File: src/rtl/alu_operand_stage_if.sv
// ---------------------------------------------------------------------------
// alu_operand_stage_if
// Groups the decode-side handshake, instruction fields, forwarding sources,
// flush, and the downstream handshake/operand outputs of alu_operand_stage.
//   master : upstream/downstream environment (drives instruction, forwarding
//            sources, flush, w_out_ready; observes ready/valid/operands)
//   slave  : the operand stage itself
// Parameters: WIDTH (datapath width), SHAMT_W (shift-amount field width).
// ---------------------------------------------------------------------------
interface alu_operand_stage_if #(
    parameter int WIDTH   = 32,
    parameter int SHAMT_W = 5
);
    logic               w_in_valid;
    logic               w_in_ready;
    logic               w_mem_op;
    logic               w_imm_op;
    logic               w_shift_op;
    logic [4:0]         w_rs_addr;
    logic [4:0]         w_rt_addr;
    logic [WIDTH-1:0]   w_rs_data;
    logic [WIDTH-1:0]   w_rt_data;
    logic [WIDTH-1:0]   w_imm;
    logic [SHAMT_W-1:0] w_shamt;
    logic               w_exm_wen;
    logic               w_exm_load;
    logic [4:0]         w_exm_addr;
    logic [WIDTH-1:0]   w_exm_data;
    logic               w_mwb_wen;
    logic [4:0]         w_mwb_addr;
    logic [WIDTH-1:0]   w_mwb_data;
    logic               w_flush;
    logic               w_out_valid;
    logic               w_out_ready;
    logic [WIDTH-1:0]   w_alu_lhs;
    logic [WIDTH-1:0]   w_alu_rhs;
    logic               w_lhs_sel;
    logic [1:0]         w_rhs_sel;
    logic [1:0]         w_fwd_hit;

    modport master (
        output w_in_valid, w_mem_op, w_imm_op, w_shift_op,
               w_rs_addr, w_rt_addr, w_rs_data, w_rt_data, w_imm, w_shamt,
               w_exm_wen, w_exm_load, w_exm_addr, w_exm_data,
               w_mwb_wen, w_mwb_addr, w_mwb_data, w_flush, w_out_ready,
        input  w_in_ready, w_out_valid, w_alu_lhs, w_alu_rhs,
               w_lhs_sel, w_rhs_sel, w_fwd_hit
    );

    modport slave (
        input  w_in_valid, w_mem_op, w_imm_op, w_shift_op,
               w_rs_addr, w_rt_addr, w_rs_data, w_rt_data, w_imm, w_shamt,
               w_exm_wen, w_exm_load, w_exm_addr, w_exm_data,
               w_mwb_wen, w_mwb_addr, w_mwb_data, w_flush, w_out_ready,
        output w_in_ready, w_out_valid, w_alu_lhs, w_alu_rhs,
               w_lhs_sel, w_rhs_sel, w_fwd_hit
    );
endinterface

File: src/rtl/alu_operand_stage.sv
// ---------------------------------------------------------------------------
// alu_operand_stage
// Selects and forwards the two ALU operands for a decoded instruction and
// registers them behind a valid/ready handshake (latency 1). Detects the
// load-use hazard against the EX/MEM stage and inserts a bubble by holding
// w_in_ready low.
// Ports:
//   clock  : rising-edge clock
//   reset  : asynchronous active-high reset
//   bus    : alu_operand_stage_if.slave (instruction, forwarding sources,
//            flush, handshakes, registered operands/selections/fwd flags)
//   w_stall_cnt, w_fwd_cnt : 32-bit saturating statistics counters, present
//            only when the macro ALU_OPSTAGE_STATS_EN is defined
// Parameters: WIDTH (datapath width), SHAMT_W (shift field width, < WIDTH).
// ---------------------------------------------------------------------------
module alu_operand_stage #(
    parameter int WIDTH   = 32,
    parameter int SHAMT_W = 5
) (
    input  logic               clock,
    input  logic               reset,
    alu_operand_stage_if.slave bus
`ifdef ALU_OPSTAGE_STATS_EN
    ,
    output logic [31:0]        w_stall_cnt,
    output logic [31:0]        w_fwd_cnt
`endif
);

    // rhs_sel encodings
    localparam logic [1:0] RHS_RS    = 2'b00;
    localparam logic [1:0] RHS_RT    = 2'b01;
    localparam logic [1:0] RHS_SHAMT = 2'b10;
    localparam logic [1:0] RHS_IMM   = 2'b11;

    // Register 0 is hard-wired, so it never matches a writeback source.
    function automatic logic src_match(input logic       wen,
                                       input logic [4:0] waddr,
                                       input logic [4:0] raddr);
        return wen && (raddr != 5'd0) && (waddr == raddr);
    endfunction

    function automatic logic [31:0] sat_inc(input logic [31:0] c);
        return (c == 32'hFFFF_FFFF) ? c : c + 32'd1;
    endfunction

    logic               out_valid_q, out_valid_d;
    logic [WIDTH-1:0]   alu_lhs_q,   alu_lhs_d;
    logic [WIDTH-1:0]   alu_rhs_q,   alu_rhs_d;
    logic               lhs_sel_q,   lhs_sel_d;
    logic [1:0]         rhs_sel_q,   rhs_sel_d;
    logic [1:0]         fwd_hit_q,   fwd_hit_d;

    logic               lhs_sel;
    logic [1:0]         rhs_sel;
    logic               rs_needed, rt_needed;
    logic               exm_rs, exm_rt, mwb_rs, mwb_rt;
    logic [WIDTH-1:0]   rs_val, rt_val;
    logic [1:0]         fwd_hit;
    logic               load_use;
    logic               in_ready;
    logic               transfer;

    // Operand selection, forwarding and hazard detection
    always_comb begin
        lhs_sel = 1'b0;
        rhs_sel = RHS_RT;
        if (bus.w_shift_op) begin
            lhs_sel = 1'b1;
            rhs_sel = bus.w_imm_op ? RHS_SHAMT : RHS_RS;
        end else if (bus.w_mem_op) begin
            rhs_sel = RHS_IMM;
        end else begin
            rhs_sel = bus.w_imm_op ? RHS_IMM : RHS_RT;
        end

        rs_needed = !lhs_sel || (rhs_sel == RHS_RS);
        rt_needed =  lhs_sel || (rhs_sel == RHS_RT);

        exm_rs = src_match(bus.w_exm_wen, bus.w_exm_addr, bus.w_rs_addr);
        exm_rt = src_match(bus.w_exm_wen, bus.w_exm_addr, bus.w_rt_addr);
        mwb_rs = src_match(bus.w_mwb_wen, bus.w_mwb_addr, bus.w_rs_addr);
        mwb_rt = src_match(bus.w_mwb_wen, bus.w_mwb_addr, bus.w_rt_addr);

        // EX/MEM is younger than MEM/WB, so it wins when both match.
        rs_val = exm_rs ? bus.w_exm_data : (mwb_rs ? bus.w_mwb_data : bus.w_rs_data);
        rt_val = exm_rt ? bus.w_exm_data : (mwb_rt ? bus.w_mwb_data : bus.w_rt_data);

        // Only operands actually consumed report a forwarding hit.
        fwd_hit = {rt_needed && (exm_rt || mwb_rt), rs_needed && (exm_rs || mwb_rs)};

        // A load in EX/MEM has no data yet; its consumer must wait a cycle.
        load_use = bus.w_in_valid && bus.w_exm_load &&
                   ((rs_needed && exm_rs) || (rt_needed && exm_rt));

        in_ready = (!out_valid_q || bus.w_out_ready) && !load_use;
        transfer = bus.w_in_valid && in_ready;
    end

    // Output register next-state
    always_comb begin
        out_valid_d = out_valid_q;
        alu_lhs_d   = alu_lhs_q;
        alu_rhs_d   = alu_rhs_q;
        lhs_sel_d   = lhs_sel_q;
        rhs_sel_d   = rhs_sel_q;
        fwd_hit_d   = fwd_hit_q;
        if (bus.w_flush) begin
            // Squash: drop the held result and any same-cycle acceptance.
            out_valid_d = 1'b0;
        end else if (transfer) begin
            out_valid_d = 1'b1;
            alu_lhs_d   = lhs_sel ? rt_val : rs_val;
            unique case (rhs_sel)
                RHS_RS:    alu_rhs_d = rs_val;
                RHS_RT:    alu_rhs_d = rt_val;
                RHS_SHAMT: alu_rhs_d = {{(WIDTH-SHAMT_W){1'b0}}, bus.w_shamt};
                default:   alu_rhs_d = bus.w_imm;
            endcase
            lhs_sel_d   = lhs_sel;
            rhs_sel_d   = rhs_sel;
            fwd_hit_d   = fwd_hit;
        end else if (out_valid_q && bus.w_out_ready) begin
            out_valid_d = 1'b0;
        end
    end

    always_ff @(posedge clock or posedge reset) begin
        if (reset) begin
            out_valid_q <= 1'b0;
            alu_lhs_q   <= '0;
            alu_rhs_q   <= '0;
            lhs_sel_q   <= 1'b0;
            rhs_sel_q   <= 2'b00;
            fwd_hit_q   <= 2'b00;
        end else begin
            out_valid_q <= out_valid_d;
            alu_lhs_q   <= alu_lhs_d;
            alu_rhs_q   <= alu_rhs_d;
            lhs_sel_q   <= lhs_sel_d;
            rhs_sel_q   <= rhs_sel_d;
            fwd_hit_q   <= fwd_hit_d;
        end
    end

    assign bus.w_in_ready  = in_ready;
    assign bus.w_out_valid = out_valid_q;
    assign bus.w_alu_lhs   = alu_lhs_q;
    assign bus.w_alu_rhs   = alu_rhs_q;
    assign bus.w_lhs_sel   = lhs_sel_q;
    assign bus.w_rhs_sel   = rhs_sel_q;
    assign bus.w_fwd_hit   = fwd_hit_q;

`ifdef ALU_OPSTAGE_STATS_EN
    logic [31:0] stall_cnt_q, stall_cnt_d;
    logic [31:0] fwd_cnt_q,   fwd_cnt_d;

    // A flushed acceptance never lands, so it is not counted as forwarded.
    always_comb begin
        stall_cnt_d = load_use ? sat_inc(stall_cnt_q) : stall_cnt_q;
        fwd_cnt_d   = (transfer && !bus.w_flush && (fwd_hit != 2'b00))
                      ? sat_inc(fwd_cnt_q) : fwd_cnt_q;
    end

    always_ff @(posedge clock or posedge reset) begin
        if (reset) begin
            stall_cnt_q <= '0;
            fwd_cnt_q   <= '0;
        end else begin
            stall_cnt_q <= stall_cnt_d;
            fwd_cnt_q   <= fwd_cnt_d;
        end
    end

    assign w_stall_cnt = stall_cnt_q;
    assign w_fwd_cnt   = fwd_cnt_q;
`endif

endmodule

File: src/flat_wrapper.sv
// flat-port wrapper written by rule: the top's interface ports become plain ports
module alu_operand_stage_flat 
#(
    parameter int WIDTH   = 32,
    parameter int SHAMT_W = 5
)
  (clock, reset, bus_w_in_valid, bus_w_mem_op, bus_w_imm_op, bus_w_shift_op, bus_w_rs_addr, bus_w_rt_addr, bus_w_rs_data, bus_w_rt_data, bus_w_imm, bus_w_shamt, bus_w_exm_wen, bus_w_exm_load, bus_w_exm_addr, bus_w_exm_data, bus_w_mwb_wen, bus_w_mwb_addr, bus_w_mwb_data, bus_w_flush, bus_w_out_ready, bus_w_in_ready, bus_w_out_valid, bus_w_alu_lhs, bus_w_alu_rhs, bus_w_lhs_sel, bus_w_rhs_sel, bus_w_fwd_hit);
  alu_operand_stage_if #(.WIDTH(WIDTH), .SHAMT_W(SHAMT_W)) bus_i ();
  input  logic clock;
  input  logic reset;
  input wire logic [$bits(bus_i.w_in_valid)-1:0] bus_w_in_valid;
  input wire logic [$bits(bus_i.w_mem_op)-1:0] bus_w_mem_op;
  input wire logic [$bits(bus_i.w_imm_op)-1:0] bus_w_imm_op;
  input wire logic [$bits(bus_i.w_shift_op)-1:0] bus_w_shift_op;
  input wire logic [$bits(bus_i.w_rs_addr)-1:0] bus_w_rs_addr;
  input wire logic [$bits(bus_i.w_rt_addr)-1:0] bus_w_rt_addr;
  input wire logic [$bits(bus_i.w_rs_data)-1:0] bus_w_rs_data;
  input wire logic [$bits(bus_i.w_rt_data)-1:0] bus_w_rt_data;
  input wire logic [$bits(bus_i.w_imm)-1:0] bus_w_imm;
  input wire logic [$bits(bus_i.w_shamt)-1:0] bus_w_shamt;
  input wire logic [$bits(bus_i.w_exm_wen)-1:0] bus_w_exm_wen;
  input wire logic [$bits(bus_i.w_exm_load)-1:0] bus_w_exm_load;
  input wire logic [$bits(bus_i.w_exm_addr)-1:0] bus_w_exm_addr;
  input wire logic [$bits(bus_i.w_exm_data)-1:0] bus_w_exm_data;
  input wire logic [$bits(bus_i.w_mwb_wen)-1:0] bus_w_mwb_wen;
  input wire logic [$bits(bus_i.w_mwb_addr)-1:0] bus_w_mwb_addr;
  input wire logic [$bits(bus_i.w_mwb_data)-1:0] bus_w_mwb_data;
  input wire logic [$bits(bus_i.w_flush)-1:0] bus_w_flush;
  input wire logic [$bits(bus_i.w_out_ready)-1:0] bus_w_out_ready;
  output wire logic [$bits(bus_i.w_in_ready)-1:0] bus_w_in_ready;
  output wire logic [$bits(bus_i.w_out_valid)-1:0] bus_w_out_valid;
  output wire logic [$bits(bus_i.w_alu_lhs)-1:0] bus_w_alu_lhs;
  output wire logic [$bits(bus_i.w_alu_rhs)-1:0] bus_w_alu_rhs;
  output wire logic [$bits(bus_i.w_lhs_sel)-1:0] bus_w_lhs_sel;
  output wire logic [$bits(bus_i.w_rhs_sel)-1:0] bus_w_rhs_sel;
  output wire logic [$bits(bus_i.w_fwd_hit)-1:0] bus_w_fwd_hit;
  assign bus_i.w_in_valid = bus_w_in_valid;
  assign bus_i.w_mem_op = bus_w_mem_op;
  assign bus_i.w_imm_op = bus_w_imm_op;
  assign bus_i.w_shift_op = bus_w_shift_op;
  assign bus_i.w_rs_addr = bus_w_rs_addr;
  assign bus_i.w_rt_addr = bus_w_rt_addr;
  assign bus_i.w_rs_data = bus_w_rs_data;
  assign bus_i.w_rt_data = bus_w_rt_data;
  assign bus_i.w_imm = bus_w_imm;
  assign bus_i.w_shamt = bus_w_shamt;
  assign bus_i.w_exm_wen = bus_w_exm_wen;
  assign bus_i.w_exm_load = bus_w_exm_load;
  assign bus_i.w_exm_addr = bus_w_exm_addr;
  assign bus_i.w_exm_data = bus_w_exm_data;
  assign bus_i.w_mwb_wen = bus_w_mwb_wen;
  assign bus_i.w_mwb_addr = bus_w_mwb_addr;
  assign bus_i.w_mwb_data = bus_w_mwb_data;
  assign bus_i.w_flush = bus_w_flush;
  assign bus_i.w_out_ready = bus_w_out_ready;
  assign bus_w_in_ready = bus_i.w_in_ready;
  assign bus_w_out_valid = bus_i.w_out_valid;
  assign bus_w_alu_lhs = bus_i.w_alu_lhs;
  assign bus_w_alu_rhs = bus_i.w_alu_rhs;
  assign bus_w_lhs_sel = bus_i.w_lhs_sel;
  assign bus_w_rhs_sel = bus_i.w_rhs_sel;
  assign bus_w_fwd_hit = bus_i.w_fwd_hit;
  alu_operand_stage #(.WIDTH(WIDTH), .SHAMT_W(SHAMT_W)) u_core (.clock(clock), .reset(reset), .bus(bus_i));
endmodule
File: config.mk
export PLATFORM = sky130hd
export DESIGN_NAME = alu_operand_stage_flat
export DESIGN_NICKNAME = d
export VERILOG_FILES = /design/src/rtl/alu_operand_stage_if.sv /design/src/rtl/alu_operand_stage.sv /design/src/flat_wrapper.sv
export SDC_FILE = /design/constraint.sdc
export NUM_CORES = 1
export LEC_CHECK = 0
export ABC_AREA = 0
export CORE_MARGIN = 5
export CORE_UTILIZATION = 42
export DETAILED_ROUTE_END_ITERATION = 7
export GPL_ROUTABILITY_DRIVEN = 0
export PLACE_DENSITY = 0.82
export SYNTH_ARGS = -nofsm -noshare
export SYNTH_HDL_FRONTEND = slang
export SYNTH_SLANG_ARGS = --single-unit
File: constraint.sdc
create_clock -name clock -period 2.33 [get_ports clock]
set_clock_uncertainty 0.05 [all_clocks]
set_input_delay 0.233 -clock clock [delete_from_list [all_inputs] [get_ports clock]]
set_output_delay 0.233 -clock clock [all_outputs]
set_load 0.05 [all_outputs]
**Word-level counts from Yosys, hierarchy flattened**

Index checks and enable logic that the tools add are counted.
Widths: inputs -> output; s select.

- Flip-flop bits (word level): 70
- Input port bits: 196
- Word-level logic and storage cells: 58

- Equal/unequal tests: 6
- Muxes and demuxes: 14
- Bitwise logic cells: 1
- Reductions and logical operators: 31

Operator list:

| kind | count |
|---|---|
| $mux 32 | 5 |
| $pmux 32 s3 | 1 |
| $eq 5x5->1 | 4 |
| $logic_and 1x1->1 | 17 |
| $reduce_bool 5->1 | 2 |
| $mux 2 | 4 |
| $logic_or 1x1->1 | 6 |
| $mux 1 | 4 |
| $logic_not 1->1 | 3 |
| $reduce_bool 3->1 | 1 |
| $eq 2x1->1 const B | 1 |
| $eq 2x2->1 const B | 1 |
| $logic_not 2->1 | 1 |
| $reduce_and 2->1 | 1 |
| $not 1->1 | 1 |

**Depth between registers and ports, before layout**

Gate-level depths: netlist of the first run.

- Depth after elaboration: 13
- Mapped depth: 9

**Worst setup path before layout of the first run**

No wires, ideal clock.

- Path type: input port to output port
- From: input bus_w_rs_addr[1]
- To: output bus_w_in_ready
- Arrival: 2.595 ns
- Required time: 2.047 ns
- Path slack: -0.548 ns
- Cell stages on the path: 5
- Path buffers: 0
- Cells stage by stage: or4_4 > a31oi_4 > nor3_1 > a31o_2 > a21boi_0

- Cells in the longest elaborated chain, start to end: 8
- Elaborated cells between the ends (all ways): 9
- Those cells by class: eq/ne (1); reduce/logical (8)

RTL lines:

| what | line | source |
|---|---|---|
| from (decl) | flat_wrapper.sv:15 | `input wire logic [$bits(bus_i.w_rs_addr)-1:0] bus_w_rs_addr;` |
| $reduce_bool 5->1 | alu_operand_stage.sv:40 | `return wen && (raddr != 5'd0) && (waddr == raddr);` |
| $logic_and 1x1->1 | alu_operand_stage.sv:40 |  |
| $logic_and 1x1->1 (*) | alu_operand_stage.sv:40 |  |
| $logic_and 1x1->1 (*) | alu_operand_stage.sv:94 | `((rs_needed && exm_rs) \|\| (rt_needed && exm_rt));` |
| $logic_or 1x1->1 (*) | alu_operand_stage.sv:94 |  |
| $logic_and 1x1->1 (*) | alu_operand_stage.sv:93 | `load_use = bus.w_in_valid && bus.w_exm_load &&` |
| $logic_not 1->1 (*) | alu_operand_stage.sv:96 | `in_ready = (!out_valid_q \|\| bus.w_out_ready) && !load_use;` |
| $logic_and 1x1->1 (*) | alu_operand_stage.sv:96 |  |
| to (decl) | flat_wrapper.sv:30 | `output wire logic [$bits(bus_i.w_in_ready)-1:0] bus_w_in_ready;` |

Every way passes the cells marked *; elsewhere a longest branch is shown, timed or not.

**Worst setup path in the final report of the first run**

- From: input bus_w_rs_addr[3]
- To: output bus_w_in_ready

Same word-level chain as after synthesis.

==> results.py, run 1 <==
metrics = {
    "yosys": {
        "synth-seq-cells": 70,
        "synth-edff-count": 0,
        "syn_inst": 718,
        "yosysWarnings": 0,
        "synth.avg_cell_area_sq_um": 7.98,
        "async_reset_ff_share_pct": 100,
        "synth_top_area_cell": "dfrtp_1",
        "ys_seq_area_share_pct": 30.6,
        "synth_fp_nets": 914,
        "synth_top_cell_area_share_pct": 30.6,
        "syn-cell-area_sq_um": 5730,
        "synthDistinctLibCells": 49,
        "ys.flop_type": "dfrtp_1",
        "yosys-top-cells-area": "dfrtp_1, a31o_2, o21ai_0",
    },
    "hold_path": {
        "hp-class": "primary input to async pin",
    },
    "critical_path": {
        "cp_top_family": "simple AND/OR/NAND/NOR gates",
        "required_ns": 2.05,
        "r2r_end": "u_core.bus.w_alu_rhs[16]",
        "crit_chain": "dlygate4sd2_1 -> or4_4 -> a31oi_4 -> nor3_4 -> buf_4 -> a31o_4 -> a21boi_4 -> buf_12",
        "path_class": "primary input to output port",
        "rrSetupSlack_ns": 0.43,
        "critPathMaxStageDelay_ns": 0.56,
        "arrival_ns": 2.00,
        "crit_fanout": 3,
        "crit_buf_inv": 3,
        "cp_slowest_cell": "or4_4",
        "endpoint_kind": "output port",
        "path_depth": 8,
        "r2r_start": "u_core.bus.w_out_valid",
        "cp-start-kind": "primary input",
        "rr_worst_depth": 7,
    },
    "global_route": {
        "grt_pass1_wl_microns": 39400,
        "grt_use_total_pct": 30.2,
        "grt_max_degree": 71,
        "grt.overflow.total": 0,
        "grt_pass1_vias": 7467,
        "antenna_found_initial": 0,
    },
    "die": {
        "die_height_microns": 127,
        "core_area_sq_um": 13300,
        "ioPinCount": 267,
        "die_area_sq_um": 16100,
        "rows": 42,
        "die_x_microns": 127,
        "start_util_pct": 43.1,
    },
    "drt": {
        "post_drt_wl_per_cell_microns": 22.0,
        "ant_nets": 0,
        "firstDrtPassIters": 7,
        "first_iter_violations": 889,
        "routed-via-count": 7608,
        "drt_wl_total_microns": 26600,
        "drc": 0,
        "viasPerCell": 6.28,
    },
    "final_layout": {
        "post_route_cells_drive_above_1_share_pct": 22.6,
        "fin_nets": 1227,
        "seq_area_sq_um": 1750,
        "n_fill_cell": 978,
        "antenna_cells": 0,
        "fin_util_pct": 74.8,
        "areaGrowthSynthToFinish_pct": 73.7,
        "multi_input_area_sq_um": 3790,
    },
    "clock_tree": {
        "cts_buffers": 9,
        "clockBufferDepth": 2,
        "ctsHoldBuffers": 0,
        "cts_tree": "yes",
        "clkSinkCount": 70,
        "htreeDepth": 3,
        "root_buffer": "clkbuf_16",
        "clk_latency_ns": 0.34,
        "clkTransAtPathRegs_ns": 0.06,
    },
    "pwr": {
        "seq_power_share_pct": 27.5,
        "p_sw_mw": 2.25,
        "combinationalPowerShare_pct": 45.8,
        "p_per_area_nw_per_um2": 580,
        "p_clk_share_pct": 26.7,
        "p_sw_share_pct": 39.0,
        "ir_worst_vdd_uv": 491,
        "p_int_mw": 3.52,
        "p_leak_nw": 3.73,
    },
    "timing": {
        "worst_slack_ns": 0.0460,
        "post-route-period-util_pct": 98.0,
        "tightestPinTransition_ns": 0.651,
        "max_freq_ghz": 0.438,
        "setup_tns_ns": 0,
        "max_slew_margin_pct": 56.4,
        "hold_viol_final": 0,
        "whs_ns": 0.239,
        "finalMaxSlewViolations": 0,
        "finalSetupViolCount": 0,
        "fin_crit_ns": 2.28,
    },
    "flow_run": {
        "max-cap-violations": 0,
    },
    "placed_design": {
        "dp_hpwl_microns": 18400,
        "pre_cts_slack_ns": -0.568,
        "portBuffers": 266,
    },
    "outcome": {
        "run_status": "finished clean",
    },
}
==> cells in the mapped netlist, types with 2 or more instances <==
cell type,n
buf_4,5
nor3_1,28
a21oi_1,4
clkbuf_1,47
o21ai_0,82
nor4_1,31
o211a_1,2
a211oi_1,5
a21boi_0,6
nand2b_1,2
o22a_1,7
o311ai_0,5
xnor2_1,18
a31oi_1,51
or3_1,6
mux2_2,27
buf_2,19
o21bai_1,34
o21ba_2,2
nand4_1,3
dfrtp_1,70
a31o_2,50
nand3_1,3
nor2_1,68
o211ai_1,5
a211o_1,6
mux2i_1,7
nand2_1,68
inv_1,2
nor3b_1,3
a22oi_1,26
or2_2,4
a41oi_1,6
==> area by class of cell <==
class	count	share of cell area, %
Clock buffer	10	2.40
Clock inverter	6	0.855
Inverter	2	0.0755
Multi-Input combinational cell	574	38.1
Sequential cell	70	17.6
Tap cell	176	2.21
Timing Repair Buffer	374	38.8
==> worst max path at each step <==
stage | from | endpoint
finish | bus_w_rs_addr[3] | bus_w_in_ready
detailed placement | bus_w_rs_addr[1] | u_core.bus.w_alu_rhs[16]
global placement | bus_w_rt_addr[0] | u_core.bus.w_alu_rhs[5]
CTS | bus_w_rt_addr[3] | bus_w_in_ready
global route | bus_w_rs_addr[3] | u_core.bus.w_alu_lhs[16]
floorplan | bus_w_rs_addr[1] | u_core.bus.w_alu_lhs[17]
==> routing by layer <==
metal	up-vias	share of wire [%]	GRT usage [%]
li1	3376	-	-
met1	3545	37	38.9
met2	593	47	48.6
met3	94	12	6.89
met4	0	3.9	13.4
met5	-	0	0
==> kinds of logic (layout without fill, tap and decap cells) <==
group / after synthesis / count (layout) / share of synthesized area, %
mux: 34 / 34 / 6.53
xor+xnor: 18 / 18 / 2.75
buf+inv: 74 / 392 / 5.59
simple gates: 223 / 223 / 18.0
compound gates: 299 / 299 / 36.6
flops: 70 / 70 / 30.6
==> power groups by stage <==
stage	Clock, mW	Combinational (mW)	Sequential (mW)
2_1_floorplan	0	0.597	2.38
3_3_place_gp	0	2.50	1.60
3_5_place_dp	0	2.52	1.60
4_1_cts	1.53	2.54	1.59
5_1_grt	1.58	2.76	1.61
6_report	1.54	2.64	1.59
==> flip-flops by register name (all words and copies together), names as in the netlist <==
signal                  count
u_core.bus.w_alu_lhs       32
u_core.bus.w_fwd_hit        2
u_core.bus.w_alu_rhs       32
u_core.bus.w_lhs_sel        1
u_core.bus.w_out_valid      1
u_core.bus.w_rhs_sel        2
==> tightest hold or removal path, cell delays in order <==
cell and delay [ns]:
clkdlybuf4s50_1 0.41, inv_2 0.07, buf_12 0.33
==> cell usage in the layout, fill, tap and decap left out, drive strengths merged, types with 31 or more instances in the layout <==
| cell | n |
|---|---|
| clkdlybuf4s50 | 256 |
| buf | 100 |
| o21ai | 83 |
| dfrtp | 70 |
| nand2 | 68 |
| nor2 | 68 |
| a31oi | 52 |
| a31o | 50 |
| o21bai | 34 |
| nor4 | 31 |
==> what timing repair did <==
item / CTS / global route
pin swaps: 9 / 5
endpoints found under the setup margin: 69 / 48
buffers inserted: 4 / 7
cloned: 0 / 9
gates resized for setup: 18 / 34
==> through the flow <==
stage | cells | power [mW] | cell area (sq um)
6_report | 1212 | 5.77 | 9950
5_1_grt | 1212 | 5.95 | 9950
4_1_cts | 1197 | 5.66 | 9580
3_5_place_dp | 1177 | 4.12 | 9190
3_3_place_gp | 1177 | 4.10 | 9190
2_1_floorplan | 718 | 2.97 | 5730
(Power assumes the default switching activity.)
==> inputs of run 2 (changes only) <==
Settings changed: ABC_AREA 0 to unset, CAP_MARGIN set to 30.
==> results.py, run 2 (synthesis gave the netlist of run 1 again) <==
metrics = {
    "critical_path": {
        "path_class": "primary input to output port",
        "r2r_end": "u_core.bus.w_alu_rhs[16]",
        "rr_worst_depth": 7,
        "required_ns": 2.05,
        "cp-start-kind": "primary input",
        "endpoint_kind": "output port",
        "rrSetupSlack_ns": 0.44,
        "r2r_start": "u_core.bus.w_out_valid",
        "crit_fanout": 3,
        "arrival_ns": 2.02,
    },
    "final_layout": {
        "multi_input_area_sq_um": 3750,
        "areaGrowthSynthToFinish_pct": 68.6,
        "antenna_cells": 0,
        "fin_util_pct": 72.6,
        "fin_nets": 1224,
        "post_route_cells_drive_above_1_share_pct": 21.5,
        "final_common_cell": "clkdlybuf4s50_1",
        "stdcell_area_sq_um": 9650,
        "most-common-layout-cells": "clkdlybuf4s50_1, o21ai_0, buf_4",
        "seq_area_sq_um": 1750,
        "n_fill_cell": 1046,
    },
    "pwr": {
        "power_mw": 5.48,
        "p_per_area_nw_per_um2": 568,
        "p_leak_nw": 3.64,
        "ir_worst_vdd_uv": 371,
    },
    "clock_tree": {
        "clkSinkCount": 70,
        "htreeDepth": 3,
        "ctsHoldBuffers": 0,
        "clkTransAtPathRegs_ns": 0.06,
        "cts_tree": "yes",
        "cts_buffers": 9,
        "root_buffer": "clkbuf_16",
        "clk_latency_ns": 0.33,
        "clockBufferDepth": 2,
    },
    "timing": {
        "fin_crit_ns": 2.30,
        "max_slew_margin_pct": 57.0,
        "finalSetupViolCount": 0,
        "max_freq_ghz": 0.435,
        "tightestPinTransition_ns": 0.640,
        "finalMaxSlewViolations": 0,
        "worst_slack_ns": 0.0302,
        "post-route-period-util_pct": 98.7,
        "setup_tns_ns": 0,
        "hold_viol_final": 0,
    },
    "global_route": {
        "grt_use_total_pct": 30.2,
        "grt_pass1_vias": 7472,
        "grt_max_degree": 71,
        "grt_pass1_wl_microns": 39300,
        "antenna_found_initial": 0,
        "grt.overflow.total": 0,
    },
    "die": {
        "start_util_pct": 43.1,
        "ioPinCount": 267,
        "die_area_sq_um": 16100,
        "rows": 42,
        "die_x_microns": 127,
        "core_area_sq_um": 13300,
        "die_height_microns": 127,
    },
    "hold_path": {
        "hp-class": "primary input to async pin",
    },
    "drt": {
        "routed-via-count": 7440,
        "first_iter_violations": 803,
        "firstDrtPassIters": 5,
        "ant_nets": 0,
        "drc": 0,
        "drt_wl_total_microns": 25600,
        "viasPerCell": 6.16,
        "post_drt_wl_per_cell_microns": 21.2,
    },
    "placed_design": {
        "portBuffers": 266,
        "pre_cts_slack_ns": -0.517,
        "place_area_sq_um": 9200,
        "dp_hpwl_microns": 18400,
    },
    "flow_run": {
        "max-cap-violations": 0,
    },
    "outcome": {
        "run_status": "finished clean",
    },
}
-- run 2: changes by cell type in the layout (fill, tap and decap cells not counted), moves of 2 or more --
cell,before,now
clkbuf_16,18,10
a41oi_1,2,6
a41oi_2,4,0
buf_12,19,15
buf_4,76,80
buf_2,1,4
buf_6,4,6
bufinv_16,2,0
clkbuf_8,1,3
clkinvlp_4,2,0
-- run 2: layer usage --
layer / vias up / part of all wire (%) / global-route usage [%]
met1: 3490 / 39 / 38.8
met2: 529 / 48 / 49.5
met4: 0 / 2.7 / 11.3
met3: 63 / 11 / 7.19
li1: 3358 / - / -
met5: - / 0 / 0
-- run 2: worst max path at each step --
stage                startpoint                  endpoint  slack [ns]  depth (start not counted)
6_report       bus_w_rs_addr[2]            bus_w_in_ready        0.03                          8
3_3_place_gp   bus_w_rt_addr[0]   u_core.bus.w_alu_rhs[5]       -0.46                          8
2_1_floorplan  bus_w_rs_addr[1]  u_core.bus.w_alu_lhs[17]        0.06                          8
3_5_place_dp   bus_w_rt_addr[0]  u_core.bus.w_alu_lhs[31]       -0.52                          8
5_1_grt        bus_w_rt_addr[2]  u_core.bus.w_alu_rhs[10]      -0.007                         11
4_1_cts        bus_w_rt_addr[3]            bus_w_in_ready        0.01                          8
-- run 2: area by class of cell --
| cell class | instances | area share, % |
|---|---|---|
| flip-flops and latches | 70 | 18.1 |
| well taps | 176 | 2.28 |
| inverters | 2 | 0.0778 |
| repair buffers | 371 | 37.8 |
| clock buffers | 13 | 2.80 |
| multi-input cells | 574 | 38.8 |
| clock inverters | 1 | 0.0518 |
-- run 2: timing repair --
item                       CTS  global route
buffers inserted             3            10
gates resized for setup     17            17
gates cloned                 0             2
pin swaps                    9             8
setup endpoints to repair   68            12
-- run 2: critical path, stage by stage --
cell	delay [ns]
dlygate4sd2_1	0.25
or4_4	0.55
a31oi_4	0.23
nor3_4	0.07
buf_4	0.14
a31o_4	0.22
a21boi_4	0.17
buf_12	0.15
-- run 2: where the power goes --
part           internal (mW)  leakage (nW)  total, mW  switching [mW]
combinational           1.07          2.70       2.57            1.50
sequential              1.44         0.794       1.59           0.148
clock                  0.796         0.138       1.33           0.529
total                   3.31          3.64       5.48            2.18
-- run 2: stage by stage --
step | instances | hold slack, ns
after floorplan | 718 | 0.293
after global placement | 1177 | 0.439
after detailed placement | 1178 | 0.446
after CTS | 1195 | 0.295
after global routing | 1207 | 0.304
final | 1207 | 0.266
